$ cat src/rtl/multiplayer_link_if.sv
// Link bundle for multiplayer_link: local controls, the link connector (tx/rx)
// and the filtered remote view. The slave modport is the link block itself.
interface multiplayer_link_if #(
  parameter int N_REMOTE = 1,
  parameter int SCORE_W  = 4
);
  localparam int LEAD_W = ($clog2(N_REMOTE + 1) > 1) ? $clog2(N_REMOTE + 1) : 1;

  logic                          local_pause;
  logic                          local_reload;
  logic [SCORE_W-1:0]            local_score;
  logic                          tx_pause;
  logic                          tx_reload;
  logic [SCORE_W-1:0]            tx_score;
  logic [N_REMOTE-1:0]           rx_pause_raw;
  logic [N_REMOTE-1:0]           rx_reload_raw;
  logic [N_REMOTE*SCORE_W-1:0]   rx_score_raw;
  logic [N_REMOTE-1:0]           remote_pause;
  logic [N_REMOTE-1:0]           remote_reload_pulse;
  logic [N_REMOTE*SCORE_W-1:0]   remote_score;
  logic [N_REMOTE-1:0]           remote_score_upd;
  logic                          game_pause;
  logic [LEAD_W-1:0]             leader;

  modport slave (
    input  local_pause, local_reload, local_score,
    input  rx_pause_raw, rx_reload_raw, rx_score_raw,
    output tx_pause, tx_reload, tx_score,
    output remote_pause, remote_reload_pulse, remote_score, remote_score_upd,
    output game_pause, leader
  );

  modport master (
    output local_pause, local_reload, local_score,
    output rx_pause_raw, rx_reload_raw, rx_score_raw,
    input  tx_pause, tx_reload, tx_score,
    input  remote_pause, remote_reload_pulse, remote_score, remote_score_upd,
    input  game_pause, leader
  );
endinterface

$ cat src/rtl/multiplayer_link.sv
// Multiplayer link: forwards local state to the connector and glitch-filters
// every remote field, deriving reload/score-update pulses, global pause and leader.
module multiplayer_link #(
  parameter int N_REMOTE      = 1,
  parameter int SCORE_W       = 4,
  parameter int STABLE_CYCLES = 16
) (
  input  logic                clk,
  input  logic                rst_n,
  multiplayer_link_if.slave   lnk
);
  localparam int LEAD_W = ($clog2(N_REMOTE + 1) > 1) ? $clog2(N_REMOTE + 1) : 1;
  localparam int NL     = 2 * N_REMOTE;
  localparam int CNT_W  = 16;
  localparam logic [CNT_W-1:0] STABLE_V = CNT_W'(STABLE_CYCLES);

  // Level fields: bits [N_REMOTE-1:0] are pause, [NL-1:N_REMOTE] are reload.
  logic [NL-1:0]       lvl_s1_q, lvl_s1_d;
  logic [NL-1:0]       lvl_s2_q, lvl_s2_d;
  logic [NL-1:0]       lvl_prev_q, lvl_prev_d;
  logic [NL-1:0]       lvl_acc_q, lvl_acc_d;
  logic [CNT_W-1:0]    lvl_cnt_q [NL];
  logic [CNT_W-1:0]    lvl_cnt_d [NL];

  logic [SCORE_W-1:0]  sc_s1_q   [N_REMOTE];
  logic [SCORE_W-1:0]  sc_s1_d   [N_REMOTE];
  logic [SCORE_W-1:0]  sc_s2_q   [N_REMOTE];
  logic [SCORE_W-1:0]  sc_s2_d   [N_REMOTE];
  logic [SCORE_W-1:0]  sc_prev_q [N_REMOTE];
  logic [SCORE_W-1:0]  sc_prev_d [N_REMOTE];
  logic [SCORE_W-1:0]  sc_acc_q  [N_REMOTE];
  logic [SCORE_W-1:0]  sc_acc_d  [N_REMOTE];
  logic [CNT_W-1:0]    sc_cnt_q  [N_REMOTE];
  logic [CNT_W-1:0]    sc_cnt_d  [N_REMOTE];
  logic [N_REMOTE-1:0] sc_upd_q, sc_upd_d;

  logic [N_REMOTE-1:0] rl_dly_q, rl_dly_d;
  logic [N_REMOTE-1:0] rl_pulse_q, rl_pulse_d;

  logic                tx_pause_q, tx_pause_d;
  logic                tx_reload_q, tx_reload_d;
  logic [SCORE_W-1:0]  tx_score_q, tx_score_d;
  logic                game_pause_q, game_pause_d;
  logic [LEAD_W-1:0]   leader_q, leader_d;
  logic [SCORE_W-1:0]  leader_best;
  logic [N_REMOTE*SCORE_W-1:0] remote_score_flat;

  always_comb begin
    lvl_s1_d   = {lnk.rx_reload_raw, lnk.rx_pause_raw};
    lvl_s2_d   = lvl_s1_q;
    lvl_prev_d = lvl_s2_q;
    lvl_acc_d  = lvl_acc_q;
    // Counter restarts on any synchronized change; value is taken when it hits the limit.
    for (int i = 0; i < NL; i++) begin
      if (lvl_s2_q[i] != lvl_prev_q[i])
        lvl_cnt_d[i] = '0;
      else if (lvl_cnt_q[i] == STABLE_V)
        lvl_cnt_d[i] = lvl_cnt_q[i];
      else
        lvl_cnt_d[i] = lvl_cnt_q[i] + 1'b1;
      if (lvl_cnt_d[i] == STABLE_V)
        lvl_acc_d[i] = lvl_s2_q[i];
    end

    sc_upd_d = '0;
    for (int k = 0; k < N_REMOTE; k++) begin
      sc_s1_d[k]   = lnk.rx_score_raw[k*SCORE_W +: SCORE_W];
      sc_s2_d[k]   = sc_s1_q[k];
      sc_prev_d[k] = sc_s2_q[k];
      sc_acc_d[k]  = sc_acc_q[k];
      if (sc_s2_q[k] != sc_prev_q[k])
        sc_cnt_d[k] = '0;
      else if (sc_cnt_q[k] == STABLE_V)
        sc_cnt_d[k] = sc_cnt_q[k];
      else
        sc_cnt_d[k] = sc_cnt_q[k] + 1'b1;
      // The limit is held while saturated, so equal re-loads must not flag an update.
      if (sc_cnt_d[k] == STABLE_V) begin
        sc_acc_d[k] = sc_s2_q[k];
        sc_upd_d[k] = (sc_s2_q[k] != sc_acc_q[k]);
      end
    end

    rl_dly_d   = lvl_acc_q[NL-1:N_REMOTE];
    rl_pulse_d = lvl_acc_q[NL-1:N_REMOTE] & ~rl_dly_q;

    tx_pause_d   = lnk.local_pause;
    tx_reload_d  = lnk.local_reload;
    tx_score_d   = lnk.local_score;
    game_pause_d = tx_pause_q | (|lvl_acc_q[N_REMOTE-1:0]);

    // Strict greater-than keeps the lowest index on ties.
    leader_best = tx_score_q;
    leader_d    = '0;
    for (int k = 0; k < N_REMOTE; k++) begin
      if (sc_acc_q[k] > leader_best) begin
        leader_best = sc_acc_q[k];
        leader_d    = LEAD_W'(k + 1);
      end
    end

    remote_score_flat = '0;
    for (int k = 0; k < N_REMOTE; k++)
      remote_score_flat[k*SCORE_W +: SCORE_W] = sc_acc_q[k];
  end

  always_ff @(posedge clk or negedge rst_n) begin
    if (!rst_n) begin
      lvl_s1_q     <= '0;
      lvl_s2_q     <= '0;
      lvl_prev_q   <= '0;
      lvl_acc_q    <= '0;
      lvl_cnt_q    <= '{default: '0};
      sc_s1_q      <= '{default: '0};
      sc_s2_q      <= '{default: '0};
      sc_prev_q    <= '{default: '0};
      sc_acc_q     <= '{default: '0};
      sc_cnt_q     <= '{default: '0};
      sc_upd_q     <= '0;
      rl_dly_q     <= '0;
      rl_pulse_q   <= '0;
      tx_pause_q   <= 1'b0;
      tx_reload_q  <= 1'b0;
      tx_score_q   <= '0;
      game_pause_q <= 1'b0;
      leader_q     <= '0;
    end else begin
      lvl_s1_q     <= lvl_s1_d;
      lvl_s2_q     <= lvl_s2_d;
      lvl_prev_q   <= lvl_prev_d;
      lvl_acc_q    <= lvl_acc_d;
      lvl_cnt_q    <= lvl_cnt_d;
      sc_s1_q      <= sc_s1_d;
      sc_s2_q      <= sc_s2_d;
      sc_prev_q    <= sc_prev_d;
      sc_acc_q     <= sc_acc_d;
      sc_cnt_q     <= sc_cnt_d;
      sc_upd_q     <= sc_upd_d;
      rl_dly_q     <= rl_dly_d;
      rl_pulse_q   <= rl_pulse_d;
      tx_pause_q   <= tx_pause_d;
      tx_reload_q  <= tx_reload_d;
      tx_score_q   <= tx_score_d;
      game_pause_q <= game_pause_d;
      leader_q     <= leader_d;
    end
  end

  assign lnk.tx_pause            = tx_pause_q;
  assign lnk.tx_reload           = tx_reload_q;
  assign lnk.tx_score            = tx_score_q;
  assign lnk.remote_pause        = lvl_acc_q[N_REMOTE-1:0];
  assign lnk.remote_reload_pulse = rl_pulse_q;
  assign lnk.remote_score        = remote_score_flat;
  assign lnk.remote_score_upd    = sc_upd_q;
  assign lnk.game_pause          = game_pause_q;
  assign lnk.leader              = leader_q;
endmodule

$ cat src/flat_wrapper.sv
// flat-port wrapper written by rule: the top's interface ports become plain ports
module multiplayer_link_flat 
#(
  parameter int N_REMOTE      = 1,
  parameter int SCORE_W       = 4,
  parameter int STABLE_CYCLES = 16
)
  (clk, rst_n, lnk_local_pause, lnk_local_reload, lnk_local_score, lnk_rx_pause_raw, lnk_rx_reload_raw, lnk_rx_score_raw, lnk_tx_pause, lnk_tx_reload, lnk_tx_score, lnk_remote_pause, lnk_remote_reload_pulse, lnk_remote_score, lnk_remote_score_upd, lnk_game_pause, lnk_leader);
  multiplayer_link_if #(.N_REMOTE(N_REMOTE), .SCORE_W(SCORE_W)) lnk_i ();
  input  logic clk;
  input  logic rst_n;
  input wire logic [$bits(lnk_i.local_pause)-1:0] lnk_local_pause;
  input wire logic [$bits(lnk_i.local_reload)-1:0] lnk_local_reload;
  input wire logic [$bits(lnk_i.local_score)-1:0] lnk_local_score;
  input wire logic [$bits(lnk_i.rx_pause_raw)-1:0] lnk_rx_pause_raw;
  input wire logic [$bits(lnk_i.rx_reload_raw)-1:0] lnk_rx_reload_raw;
  input wire logic [$bits(lnk_i.rx_score_raw)-1:0] lnk_rx_score_raw;
  output wire logic [$bits(lnk_i.tx_pause)-1:0] lnk_tx_pause;
  output wire logic [$bits(lnk_i.tx_reload)-1:0] lnk_tx_reload;
  output wire logic [$bits(lnk_i.tx_score)-1:0] lnk_tx_score;
  output wire logic [$bits(lnk_i.remote_pause)-1:0] lnk_remote_pause;
  output wire logic [$bits(lnk_i.remote_reload_pulse)-1:0] lnk_remote_reload_pulse;
  output wire logic [$bits(lnk_i.remote_score)-1:0] lnk_remote_score;
  output wire logic [$bits(lnk_i.remote_score_upd)-1:0] lnk_remote_score_upd;
  output wire logic [$bits(lnk_i.game_pause)-1:0] lnk_game_pause;
  output wire logic [$bits(lnk_i.leader)-1:0] lnk_leader;
  assign lnk_i.local_pause = lnk_local_pause;
  assign lnk_i.local_reload = lnk_local_reload;
  assign lnk_i.local_score = lnk_local_score;
  assign lnk_i.rx_pause_raw = lnk_rx_pause_raw;
  assign lnk_i.rx_reload_raw = lnk_rx_reload_raw;
  assign lnk_i.rx_score_raw = lnk_rx_score_raw;
  assign lnk_tx_pause = lnk_i.tx_pause;
  assign lnk_tx_reload = lnk_i.tx_reload;
  assign lnk_tx_score = lnk_i.tx_score;
  assign lnk_remote_pause = lnk_i.remote_pause;
  assign lnk_remote_reload_pulse = lnk_i.remote_reload_pulse;
  assign lnk_remote_score = lnk_i.remote_score;
  assign lnk_remote_score_upd = lnk_i.remote_score_upd;
  assign lnk_game_pause = lnk_i.game_pause;
  assign lnk_leader = lnk_i.leader;
  multiplayer_link #(.N_REMOTE(N_REMOTE), .SCORE_W(SCORE_W), .STABLE_CYCLES(STABLE_CYCLES)) u_core (.clk(clk), .rst_n(rst_n), .lnk(lnk_i));
endmodule
$ cat config.mk
export PLATFORM = sky130hd
export DESIGN_NAME = multiplayer_link_flat
export DESIGN_NICKNAME = d
export VERILOG_FILES = /design/src/rtl/multiplayer_link_if.sv /design/src/rtl/multiplayer_link.sv /design/src/flat_wrapper.sv
export SDC_FILE = /design/constraint.sdc
export NUM_CORES = 1
export LEC_CHECK = 0
export BUFFER_PORTS_ARGS = -buffer_cell sky130_fd_sc_hd__buf_2
export CAP_MARGIN = 25
export CORE_ASPECT_RATIO = 0.7
export CORE_MARGIN = 1.5
export CORE_UTILIZATION = 60
export DETAILED_ROUTE_END_ITERATION = 6
export PLACE_DENSITY = 0.79
export SYNTH_ARGS = -nofsm -noshare
export SYNTH_HDL_FRONTEND = slang
export SYNTH_SLANG_ARGS = --single-unit
$ cat constraint.sdc
create_clock -name clk -period 3.1 [get_ports clk]
set_input_delay 0.62 -clock clk [delete_from_list [all_inputs] [get_ports clk]]
set_output_delay 0.62 -clock clk [all_outputs]
set_load 0.005 [all_outputs]
==> out/results.ini <==
[status]
outcome=complete, no violations

[floorplan]
die_x_microns=104.7
die_area_sq_um=7761
core_sq_um=6882
fp.dieH_microns=74.16
initial_utilization_pct=63.07
ioPinCount=29
num_rows=25

[worst_setup_path]
crit_fanout=7
crit_chain=ha_1 -> xor2_1 -> or3_1 -> mux2_4 -> or4_4 -> nor4_4 -> mux2_1
cp_top_family=simple AND/OR/NAND/NOR gates
crit_arrival_ns=3.28
critPathLaunch=u_core.sc_cnt_q[0]
critPathRequiredTime_ns=3.36
slowest_delay_ns=0.54
critPathLaunchType=flop
reg2reg_from=u_core.sc_cnt_q[0]
critical_path_class=flop to flop
cp-end-kind=flop
cpMaxStageDelayCell=or4_4
path_buf_inv=0

[grt]
grt_max_degree=84
grt_usage_pct=25.77
overflow=0
antenna_found_initial=0
first_global_vias=3117
grt_pass1_wl_microns=15260

[synthesis]
ys_ff_latch=83
syn_nets=442
ys_warn_count=0
synth_area_sq_um=4340
syn_avg_cell_area_sq_um=10.38
ys_seq_area_share_pct=47.85
ys.flop_type=dfrtp_1
netlist_instances=418
ys_types=59
synth_edf_count=0
ys_async_sr_fraction_pct=100.0

[final_layout]
n_antenna_cell=0
fillers=519
multi_input_area_sq_um=2067
finalNonFillerCells=546
layout-drive-gt1-share_pct=17.04
seq_area_sq_um=2077
fin_nets=472
synthToLayoutAreaGrowth_pct=10.61

[placed_design]
io_buffers=28
gp_congestion=0.9065
dp_hpwl_microns=6514
dp_cells=530

[clock_tree]
tritoncts=done
clockBufferDepth=2
cts_setup_buffers=0
worstSkewPairLatency_ns=0.37
htreeDepth=3
numCtsBuffers=9
cts_root_buf=clkbuf_8
clock_sinks=83
clkTransAtPathRegs_ns=0.09

[routing]
dr.pass1.iters=5
route.vias.total=3273
postRouteAntennaNets=0
routed_wl_microns=9306
wl_per_cell_microns=17.04
route.detailed.drc=0
drtIter0Drc=196
viasPerCell=5.995

[timing]
skew_ns=0.01572
period_needed_ns=3.026
rsz0062_at_grt=false
hold_viol_final=0
slew_viol_final=0
timing.setup.tns_ns=0
setup_viol=0
worst_pin_slew_ns=0.7960
fin_crit_sh_pct=97.63
relSlewSlack_pct=46.75
fmax_mhz=330.4

[worst_hold_path]
hold_class=input port to async pin

[power_and_ir_drop]
vdd_drop_max_mv=0.3795
power_per_cell_area_nw_per_um2=459.6
p_leak_nw=2.149

[job]
drv_cap=0

[report_power, final]
group / total (W) / internal (W) / switching, W / leakage, nW
clock network: 0.000881 / 0.000477 / 0.000405 / 0.109
registers: 0.00115 / 0.00111 / 0.0000350 / 1.10
logic: 0.000179 / 0.0000741 / 0.000105 / 0.943
[per-stage QoR]
stage	utilization [%]	worst slack [ns]	hold WS [ns]	instance area, sq um	power (W)
6_report	69.76	0.07362	0.07483	4801	0.002207
5_1_grt	69.76	0.009387	0.06964	4801	0.002288
4_1_cts	69.33	0.05526	0.3436	4771	0.002218
3_5_place_dp	66.09	0.09616	0.3347	4548	0.001337
3_3_place_gp	66.09	0.2650	0.3318	4548	0.001325
2_1_floorplan	-	0.2802	0.3244	4340	0.001261
[layout by cell type (no fill, tap or decap), drive strengths merged, types with 4 or more instances in the layout]
master / synthesis / routed
dfrtp: 83 / 83
nor2: 51 / 51
buf: 7 / 39
xnor2: 28 / 28
xor2: 22 / 22
inv: 19 / 21
nor4: 20 / 20
nand3: 18 / 18
nand2: 17 / 17
nand4: 17 / 17
mux2: 12 / 12
o21ai: 10 / 10
a21oi: 10 / 10
clkbuf: 13 / 10
ha: 10 / 10
nor3: 9 / 9
and3: 8 / 8
or3: 7 / 7
nor4b: 6 / 6
and4: 5 / 5
mux2i: 4 / 4
nor2b: 4 / 4
a41oi: 4 / 4
or4: 4 / 4
[cells in the mapped netlist (all sizes together) (2+ instances only)]
master	count	area share (%)
and4	5	1.0
and2	2	0.29
a41oi	4	0.81
xor2	22	4.4
dfrtp	83	48
or4	4	0.78
xnor2	28	5.7
nand4	17	2.7
o21bai	3	0.52
a21oi	10	1.2
inv	19	1.6
nor3	9	1.2
o22ai	2	0.43
o21ai	10	1.2
o31a	2	0.43
buf	7	1.4
clkbuf	13	1.6
or3	7	1.0
mux2i	4	0.92
nor4	20	3.5
mux2	12	3.2
and3	8	1.2
nor2	51	4.4
or2	3	0.43
nor2b	4	0.58
nand2b	3	0.43
nand2	17	1.5
nand3	18	2.1
nor4b	6	1.9
ha	10	2.9
[what timing repair did]
item / 4_1_cts / 5_1_grt
resized for setup: 0 / 1
endpoints found under the setup margin: 0 / 1
hold buffers: 0 / 0
[logic make-up after synthesis]
kind of cell	after synthesis	synth area share, %
compound gates	41	6.458
simple gates	179	24.01
flops	83	47.85
mux	16	4.122
fa+ha+maj	10	2.883
buf+inv	39	4.583
xor+xnor	50	10.09
[area by class of cell]
type	instances	share of cell area [%]
clock buffers	10	2.867
clock inverters	5	1.772
inverters	19	1.486
flip-flops and latches	83	43.26
multi-input cells	296	43.05
repair buffers	39	5.108
well taps	94	2.450
[final timing paths]
| check | end | slack [ns] | cells past startpoint |
|---|---|---|---|
| setup / recovery | u_core.lnk.remote_score[0] | 0.07 | 7 |
| hold / removal | u_core.lvl_cnt_q[5] | 0.07 | 1 |
| setup reg to reg | u_core.lnk.remote_score[0] | 0.07 | 7 |
| hold reg to reg | u_core.sc_prev_d[1] | 0.35 | 0 |
| max in group asynchronous | u_core.sc_prev_d[3] | 2.47 | 2 |
| min in group clk | u_core.sc_prev_d[1] | 0.35 | 0 |
[state kept, by name, summed over array words and instances (netlist names), 2 cells and up]
register	count
u_core.lvl_cnt_q	32
u_core.sc_cnt_q	16
u_core.lnk.remote_score	4
u_core.lnk.tx_score	4
u_core.sc_prev_d	4
u_core.sc_prev_q	4
u_core.sc_s1_q	4
u_core.lvl_acc_q	2
u_core.lvl_prev_d	2
u_core.lvl_prev_q	2
u_core.lvl_s1_q	2
[metal layers]
layer | share of wire (%) | GRT usage (%) | wire, microns
met1 | 47 | 35.82 | 4365
met2 | 44 | 39.69 | 4140
met3 | 7.0 | 6.924 | 654
met4 | 1.6 | 9.589 | 145
met5 | 0 | 0 | 0
No activity file was read; power rests on OpenSTA's default activity.
